<file path="config.mk">
export PLATFORM = sky130hd
export DESIGN_NAME = cla_addsub_pipe
export DESIGN_NICKNAME = d
export VERILOG_FILES = /design/src/rtl/cla_pkg.sv /design/src/rtl/cla_segment.sv /design/src/rtl/cla_addsub_pipe.sv
export SDC_FILE = /design/constraint.sdc
export NUM_CORES = 1
export LEC_CHECK = 0
export ABC_AREA = 1
export CORE_MARGIN = 4
export CORE_UTILIZATION = 35
export DETAILED_ROUTE_END_ITERATION = 10
export GPL_ROUTABILITY_DRIVEN = 0
export HOLD_SLACK_MARGIN = 0.05
export PLACE_DENSITY_LB_ADDON = 0.08
export SYNTH_ARGS = -nofsm -noshare
export SYNTH_HDL_FRONTEND = slang
export SYNTH_SLANG_ARGS = --single-unit
</file>
<file path="constraint.sdc">
create_clock -name clk -period 2.9 [get_ports clk]
set_clock_uncertainty 0.1 [all_clocks]
set_input_delay 0.435 -clock clk [delete_from_list [all_inputs] [get_ports clk]]
set_output_delay 0.435 -clock clk [all_outputs]
set_load 0.01 [all_outputs]
</file>
<file path="src/rtl/cla_pkg.sv">
// Shared definitions for the pipelined carry-lookahead adder/subtractor:
// group width, stage-count helper, parameter legality check and the 4-bit CLA.
package cla_pkg;

  localparam int CLA_GROUP_W = 4;

  typedef struct packed {
    logic [3:0] sum;
    logic       gg;   // group generate
    logic       gp;   // group propagate
    logic       c3;   // carry into the group MSB
  } cla4_t;

  function automatic int cla_nseg(input int width, input int seg_w);
    return (seg_w > 32'sd0) ? (width / seg_w) : 32'sd1;
  endfunction

  function automatic bit cla_params_ok(input int width, input int seg_w);
    if (seg_w < CLA_GROUP_W) begin
      return 1'b0;
    end else begin
      return ((seg_w % CLA_GROUP_W) == 32'sd0) && (width >= seg_w) &&
             ((width % seg_w) == 32'sd0);
    end
  endfunction

  function automatic cla4_t cla4(input logic [3:0] a, input logic [3:0] b, input logic ci);
    logic [3:0] g;
    logic [3:0] p;
    logic [3:0] c;
    cla4_t      r;
    g    = a & b;
    p    = a ^ b;
    c[0] = ci;
    c[1] = g[0] | (p[0] & ci);
    c[2] = g[1] | (p[1] & g[0]) | (p[1] & p[0] & ci);
    c[3] = g[2] | (p[2] & g[1]) | (p[2] & p[1] & g[0]) | (p[2] & p[1] & p[0] & ci);
    r.sum = p ^ c;
    r.gg  = g[3] | (p[3] & g[2]) | (p[3] & p[2] & g[1]) | (p[3] & p[2] & p[1] & g[0]);
    r.gp  = &p;
    r.c3  = c[3];
    return r;
  endfunction

endpackage

</file>
<file path="src/rtl/cla_segment.sv">
// Combinational SEG_W-bit carry-lookahead segment built from 4-bit lookahead
// groups chained through their group generate/propagate terms.
module cla_segment
  import cla_pkg::*;
#(
  parameter int SEG_W = 8
) (
  input  logic [SEG_W-1:0] a,
  input  logic [SEG_W-1:0] b_eff,
  input  logic             cin,
  output logic [SEG_W-1:0] sum,
  output logic             cout,
  output logic             c_msb
);

  localparam int NGRP = SEG_W / CLA_GROUP_W;

  // group chain: each group's carry-in comes from the previous group's G/P
  always_comb begin
    logic  carry;
    cla4_t r;
    carry = cin;
    r     = cla4_t'(7'd0);
    sum   = {SEG_W{1'b0}};
    for (int j = 0; j < NGRP; j++) begin
      r = cla4(a[j*CLA_GROUP_W +: CLA_GROUP_W], b_eff[j*CLA_GROUP_W +: CLA_GROUP_W], carry);
      sum[j*CLA_GROUP_W +: CLA_GROUP_W] = r.sum;
      carry = r.gg | (r.gp & carry);
    end
    cout  = carry;
    c_msb = r.c3;
  end

endmodule

</file>
<file path="src/rtl/cla_addsub_pipe.sv">
// Pipelined WIDTH-bit CLA adder/subtractor: one SEG_W segment resolved per
// stage, carry registered between stages, valid/ready with a global stall.
module cla_addsub_pipe
  import cla_pkg::*;
#(
  parameter int WIDTH = 32,
  parameter int SEG_W = 8
) (
  input  logic             clk,
  input  logic             rst_n,
  input  logic             in_valid,
  output logic             in_ready,
  input  logic [WIDTH-1:0] a,
  input  logic [WIDTH-1:0] b,
  input  logic             cin,
  input  logic             sub,
  output logic             out_valid,
  input  logic             out_ready,
  output logic [WIDTH-1:0] sum,
  output logic             cout,
  output logic             overflow,
  output logic             zero
);

  localparam int NSEG = cla_nseg(WIDTH, SEG_W);

  if (!cla_params_ok(WIDTH, SEG_W)) begin : g_param_check
    $error("cla_addsub_pipe: WIDTH must be a multiple of SEG_W and SEG_W a multiple of 4");
  end

  logic             advance;
  logic [WIDTH-1:0] b_eff;
  logic             c0;

  logic [NSEG-1:0]  vld_d, vld_q;
  logic [NSEG-1:0]  c_d, c_q;
  logic [WIDTH-1:0] a_d [NSEG];
  logic [WIDTH-1:0] a_q [NSEG];
  logic [WIDTH-1:0] b_d [NSEG];
  logic [WIDTH-1:0] b_q [NSEG];
  logic [WIDTH-1:0] s_d [NSEG];
  logic [WIDTH-1:0] s_q [NSEG];
  logic             zero_d, zero_q;
  logic             ovf_d, ovf_q;

  logic [SEG_W-1:0] seg_sum [NSEG];
  logic [NSEG-1:0]  seg_cout;
  logic [NSEG-1:0]  seg_cmsb;

  assign advance = !vld_q[NSEG-1] | out_ready;
  assign b_eff   = sub ? ~b : b;
  assign c0      = cin ^ sub;

  for (genvar k = 0; k < NSEG; k++) begin : g_seg
    logic [SEG_W-1:0] seg_a;
    logic [SEG_W-1:0] seg_b;
    logic             seg_ci;
    if (k == 0) begin : g_first
      assign seg_a  = a[SEG_W-1:0];
      assign seg_b  = b_eff[SEG_W-1:0];
      assign seg_ci = c0;
    end else begin : g_next
      assign seg_a  = a_q[k-1][k*SEG_W +: SEG_W];
      assign seg_b  = b_q[k-1][k*SEG_W +: SEG_W];
      assign seg_ci = c_q[k-1];
    end
    cla_segment #(.SEG_W(SEG_W)) u_seg (
      .a     (seg_a),
      .b_eff (seg_b),
      .cin   (seg_ci),
      .sum   (seg_sum[k]),
      .cout  (seg_cout[k]),
      .c_msb (seg_cmsb[k])
    );
  end

  // next stage contents: shift everything one stage and splice in this stage's segment
  always_comb begin
    vld_d[0] = in_valid;
    a_d[0]   = a;
    b_d[0]   = b_eff;
    s_d[0]   = {WIDTH{1'b0}};
    s_d[0][SEG_W-1:0] = seg_sum[0];
    c_d[0]   = seg_cout[0];
    for (int k = 1; k < NSEG; k++) begin
      vld_d[k] = vld_q[k-1];
      a_d[k]   = a_q[k-1];
      b_d[k]   = b_q[k-1];
      s_d[k]   = s_q[k-1];
      s_d[k][k*SEG_W +: SEG_W] = seg_sum[k];
      c_d[k]   = seg_cout[k];
    end
    // flags are taken from the beat entering the output register
    zero_d = (s_d[NSEG-1] == {WIDTH{1'b0}});
    ovf_d  = seg_cmsb[NSEG-1] ^ seg_cout[NSEG-1];
  end

  // stage registers; all stages hold together when the output is stalled
  always_ff @(posedge clk or negedge rst_n) begin
    if (!rst_n) begin
      vld_q  <= {NSEG{1'b0}};
      c_q    <= {NSEG{1'b0}};
      zero_q <= 1'b0;
      ovf_q  <= 1'b0;
      for (int k = 0; k < NSEG; k++) begin
        a_q[k] <= {WIDTH{1'b0}};
        b_q[k] <= {WIDTH{1'b0}};
        s_q[k] <= {WIDTH{1'b0}};
      end
    end else if (advance) begin
      vld_q  <= vld_d;
      c_q    <= c_d;
      zero_q <= zero_d;
      ovf_q  <= ovf_d;
      for (int k = 0; k < NSEG; k++) begin
        a_q[k] <= a_d[k];
        b_q[k] <= b_d[k];
        s_q[k] <= s_d[k];
      end
    end
  end

  assign in_ready  = advance;
  assign out_valid = vld_q[NSEG-1];
  assign sum       = s_q[NSEG-1];
  assign cout      = c_q[NSEG-1];
  assign overflow  = ovf_q;
  assign zero      = zero_q;

endmodule

</file>
; Word-level counts from Yosys, hierarchy flattened
; Index checks and enable logic that the tools add are counted.
[totals]
register_bits = 282
latchBits = 0
ram_bits = 0
rom_bits = 0
input_bits = 70
output_inout_bits = 37
word_cells = 253
memories = 0
[op_classes]
n_addsub = 0
n_mul = 0
div = 0
n_lt_le_gt_ge = 0
n_eq_ne = 0
shifts = 0
n_mux = 1
n_bitwise = 228
reduce_logical = 10
[op_table]
columns = operator, count
row1 = 1-bit AND, 120
row2 = 1-bit OR, 81
row3 = 4-bit bitwise XOR, 16
row4 = 4-bit AND, 8
row5 = 32-bit logical NOT, 1
row6 = 32-bit two-way mux, 1
row7 = 32-bit NOT, 1
row8 = 4-bit AND reduction, 8
row9 = 1-bit bitwise XOR, 2
row10 = 1-bit logical NOT, 1

; Depth between registers and ports, before layout
[depth]
word_depth = 11
ltp_mapped = 14
ltp_nobuf = 13

; Modules after synthesis
; A second synthesis with hierarchy kept.
[hier_totals]
hier_cells = 1031
hier_area_um2 = 8959.8
[by_module_without_submodules]
columns = module, instances, cells_per_inst, area_each_um2, seq_area_each_um2
row1 = cla_addsub_pipe, 1, 791, 7388.3, 4654.5
row2 = cla_segment, 4, 60, 392.9, 0.0

; Worst setup path after synthesis
; Ideal clock, no wire load.
[synth_timing]
path_kind = input -> register
start = input sub
end = register s_q (netlist bit s_d[69])
setup_time_ps = 83
arrival_time_ps = 2318
required_ps = 2717
slack_ps = 400
stages = 13
path_buffers = 2
path_cell_list = buf_6 > buf_4 > xnor2_1 > inv_1 > ha_1 > nand2_1 > nor2_1 > nand2_1 > nand3_2 > inv_1 > fa_1 > xor2_1 > o21ai_0
[synth_between]
elab_chain_len = 10
word_cells_on_any_way = 20
classes_between = mux (1) / bitwise (18) / reduce/logical (1)
[synth_lines]
columns = item, line_no
row1 = from (decl), cla_addsub_pipe.sv:16  ; input logic sub,
row2 = 32-bit two-way mux, cla_addsub_pipe.sv:51  ; assign b_eff = sub ? ~b : b;
row3 = 4-bit bitwise XOR / 4-bit AND (equally long branches), "cla_pkg.sv:33, cla_pkg.sv:32"
row4 = 1-bit AND, cla_pkg.sv:39  ; r.gg = g[3] | (p[3] & g[2]) | (p[3] & p[2] & g[1]) | (p[3] & p[2] & p[1] & g[0]);
row5 = 1-bit OR / 1-bit AND (equally long branches) (2 in series), cla_pkg.sv:39
row6 = 1-bit OR, cla_pkg.sv:39
row7 = 1-bit OR, cla_segment.sv:28  ; carry = r.gg | (r.gp & carry);
row8 = 1-bit AND, cla_pkg.sv:35  ; c[1] = g[0] | (p[0] & ci);
row9 = 1-bit OR, cla_pkg.sv:35
row10 = 4-bit bitwise XOR *, cla_pkg.sv:38  ; r.sum = p ^ c;
row11 = "to (signal, indexed assignment)", cla_addsub_pipe.sv:108  ; s_q[k] <= {WIDTH{1'b0}};
row12 = "to (signal, indexed assignment)", cla_addsub_pipe.sv:118  ; s_q[k] <= s_d[k];
row13 = to (decl), cla_addsub_pipe.sv:42  ; logic [WIDTH-1:0] s_q [NSEG];
; Every way passes the cells marked *; elsewhere a longest branch is shown, timed or not.
; A chain may end at the register's enable or synchronous reset.

; Worst setup path in the final report
[layout_timing]
start = register a_q (netlist bit a_d[27])
end = register zero_q, in the netlist zero
[layout_between]
word_cells_on_any_way = 22
classes_between = bitwise (20) / reduce/logical (2)
[layout_rtl]
columns = item, line_no
row1 = from (decl), cla_addsub_pipe.sv:38  ; logic [WIDTH-1:0] a_q [NSEG];
row2 = "from (signal, indexed assignment)", cla_addsub_pipe.sv:106  ; a_q[k] <= {WIDTH{1'b0}};
row3 = "from (signal, indexed assignment)", cla_addsub_pipe.sv:116  ; a_q[k] <= a_d[k];
row4 = 4-bit bitwise XOR, cla_pkg.sv:33  ; p = a ^ b;
row5 = 1-bit AND, cla_pkg.sv:39
row6 = 1-bit OR / 1-bit AND (equally long branches) (2 in series), cla_pkg.sv:39
row7 = 1-bit OR, cla_pkg.sv:39
row8 = 1-bit OR *, cla_segment.sv:28
row9 = 4-bit bitwise XOR *, cla_pkg.sv:38
row10 = net g_seg[3].u_seg.sum[4], cla_segment.sv:11  ; output logic [SEG_W-1:0] sum,
row11 = 32-bit logical NOT *, cla_addsub_pipe.sv:94  ; zero_d = (s_d[NSEG-1] == {WIDTH{1'b0}});
row12 = to (signal assigned), cla_addsub_pipe.sv:113  ; zero_q <= zero_d;
row13 = to (decl), cla_addsub_pipe.sv:43  ; logic zero_d, zero_q;
; The timed path passes the listed nets; every way through them passes the cells marked *.

==> impl_metrics.ini <==
[worst_setup_path]
arrival_ns = 2.63
path_max_fanout = 5
crit_slowest_cell = fa_1
r2r-end = zero
crit_top_cell = nand2_1
rr_startpoint = a_d[27]
crit_family = simple AND/OR/NAND/NOR gates
crit_chain = ha_1 -> nand2_1 -> nand2_1 -> nor2_1 -> nand3_2 -> fa_1 -> nor3_1 -> nand2_1 -> nor2_1 -> nand3_1 -> nor2_1 -> nand3_1 -> nand2_1
required_ns = 3.17
cp_num_cells = 13
crit_path_end = zero
startpoint = a_d[27]
critical_path.max_stage_delay_ns = 0.47
reg2reg_depth = 13
r2r_setup_slack_ns = 0.54
crit_buf_inv = 0
critical_path_class = reg -> reg
start_kind = flop
critPathCaptureType = flop

[final_layout]
diodes = 0
fin_util = 0.436
fin_nets = 1171
layout_common_cells = 370 x nand2_1, 186 x dfrtp_1, 115 x o21ai_0, 104 x clkdlybuf4s50_1, 64 x inv_1
design_area_um2 = 10600
final_common_cell = nand2_1
stdcell_count = 1398
area_growth_pct = 22.9
final_layout_size_suffix_gt1_frac = 0.0503

[logic_synthesis]
ys_ff_latch = 186
ys_warn_count = 0
synthCells = 969
synth_nets = 1079
yosysUniqueCellTypes = 31
syn_area_per_cell_um2 = 8.88
synthArstFlopShare = 1.00
ys_seq_area_frac = 0.541
synth_edf_count = 0
dominantRegCellSynth = dfrtp_1
syn_area_um2 = 8600

[floorplan]
core_um2 = 24200
die_w_um = 165
rows = 57
start_util = 0.355
design.die.area_um2 = 27200
dieHeight_um = 165
ios = 107

[grt]
grt_max_degree = 148
grt_pass1_wl_um = 32000
grt_pass1_vias = 6174
grt_overflow = 0
antenna_found_initial = 0
track_usage = 0.148

[clocking]
cts_tree = done
clock_latency_ns = 0.42
ctsRootBufferMaster = clkbuf_16
ctsHtreeMaxLevel = 4
cts.sinks = 186
numCtsBuffers = 17
cts_resized = 0
clk_pin_slew_ns = 0.07
clockBufferDepth = 2

[route]
postRouteAntennaNets = 0
wire_per_inst_um = 13.5
vias = 6232
drc = 0
drtIter0Drc = 404
routed_wl_um = 18800
viasPerCell = 4.46
firstDrtPassIters = 5

[pwr]
ir_worst_vdd_mv = 0.373
pwr_density_cell_nw_per_um2 = 1040
p_leak_uw = 0.00507

[placed_design]
port-buffer-count = 106
dp.cells = 1365
placed_area_um2 = 10000
hpwlAfterDp_um = 12800

[timing]
finalSetupTns_ns = 0
worst_pin_slew_ns = 0.587
max_slew_margin = 0.608
rsz0062_at_grt = false
fmax_mhz = 423
period_share = 0.814
maxSlewViolCount = 0
hold_viol = 0
setup_violations = 0
fin_crit_ns = 2.36

[run_status]
status = complete, no violations

[run]
cap_violations = 0

[hold_path]
hp-class = reg -> reg
## cell usage after synthesis, types with 2 or more instances
cell | instances | area (um^2)
o21ai_1 | 2 | 10.0
a21oi_1 | 15 | 75.1
and3_1 | 4 | 25.0
xor2_1 | 9 | 78.8
nand3_1 | 18 | 90.1
ha_1 | 32 | 400
nand4_1 | 5 | 31.3
inv_2 | 2 | 7.51
clkbuf_1 | 10 | 37.5
nand3_2 | 2 | 20.0
nand2_1 | 370 | 1390
o21ai_0 | 115 | 576
fa_1 | 8 | 160
a31oi_1 | 7 | 43.8
nor2_1 | 33 | 124
nand2_2 | 2 | 12.5
buf_4 | 3 | 22.5
buf_2 | 30 | 150
dfrtp_1 | 186 | 4650
inv_1 | 64 | 240
a21o_1 | 4 | 30.0
nand3b_1 | 8 | 60.1
xnor2_1 | 32 | 280
## worst min-delay path by stage
stage	startpoint	to	cells after the start
after floorplan	rst_n	a_d[24]	0
after global placement	b_d[81]	b_d[49]	2
after detailed placement	b_d[81]	b_d[49]	2
after CTS	b_d[81]	b_d[49]	2
after global routing	s_d[65]	s_d[33]	2
final	b_d[81]	b_d[49]	2
## sequential cells by signal (all words and copies together) (netlist names)
| signal | count |
|---|---|
| zero | 1 |
| vld_q | 4 |
| c_q | 4 |
| b_d | 48 |
| a_d | 48 |
| sum | 32 |
| overflow | 1 |
| s_d | 48 |
## cell type report
cell class                      count  area [um^2]
Inverter                           66          250
Sequential cell                   186         4650
Tap cell                          324          405
Timing Repair Buffer              117         1220
Fill cell                        2479        13700
Clock buffer                       18          429
Multi-Input combinational cell    673         3480
Clock inverter                     14          136
## routing by layer
metal	global-route usage	wire length [um]
met1	0.230	10200
met2	0.212	7850
met3	0.0245	557
met4	0.0423	227
met5	0	0
## worst register-to-register path, stage by stage (launching register included)
cell and delay (ns):
dfrtp_1 0.38, ha_1 0.36, nand2_1 0.08, nand2_1 0.05, nor2_1 0.12, nand3_2 0.12
fa_1 0.47, nor3_1 0.14, nand2_1 0.07, nor2_1 0.10, nand3_1 0.08, nor2_1 0.10
nand3_1 0.08, nand2_1 0.06
## metrics by stage
step | worst slack, ns | hold slack [ns] | total power [uW]
after floorplan | 0.400 | 0.0394 | 7190
after global placement | 0.169 | 0.355 | 8730
after detailed placement | 0.149 | 0.353 | 8790
after CTS | 0.503 | 0.369 | 11100
after global routing | 0.279 | 0.388 | 12000
final | 0.538 | 0.368 | 10900
## cells by family (layout without fill, tap and decap cells)
| group | count (synthesis) | count (layout) | synth area share |
|---|---|---|---|
| adder cells (fa/ha/maj) | 40 | 40 | 0.0652 |
| AND/OR/NAND/NOR | 446 | 446 | 0.207 |
| buffers and inverters | 110 | 215 | 0.0545 |
| AO/OA/AOI/OAI | 145 | 145 | 0.0874 |
| XOR/XNOR | 42 | 42 | 0.0449 |
| flip-flops | 186 | 186 | 0.541 |
## power breakdown
part	leakage [uW]	internal [uW]	switching (uW)	total, uW
logic	0.00255	1820	2440	4270
clock network	0.000273	1210	1060	2270
registers	0.00225	3750	668	4410
total	0.00507	6780	4170	10900
## what timing repair did
action	CTS	global route
endpoints found under the hold margin	54	0
endpoints found under the setup margin	0	0
buffers inserted	0	0
hold buffers	1	0
Power figures use the tool's default switching activity.
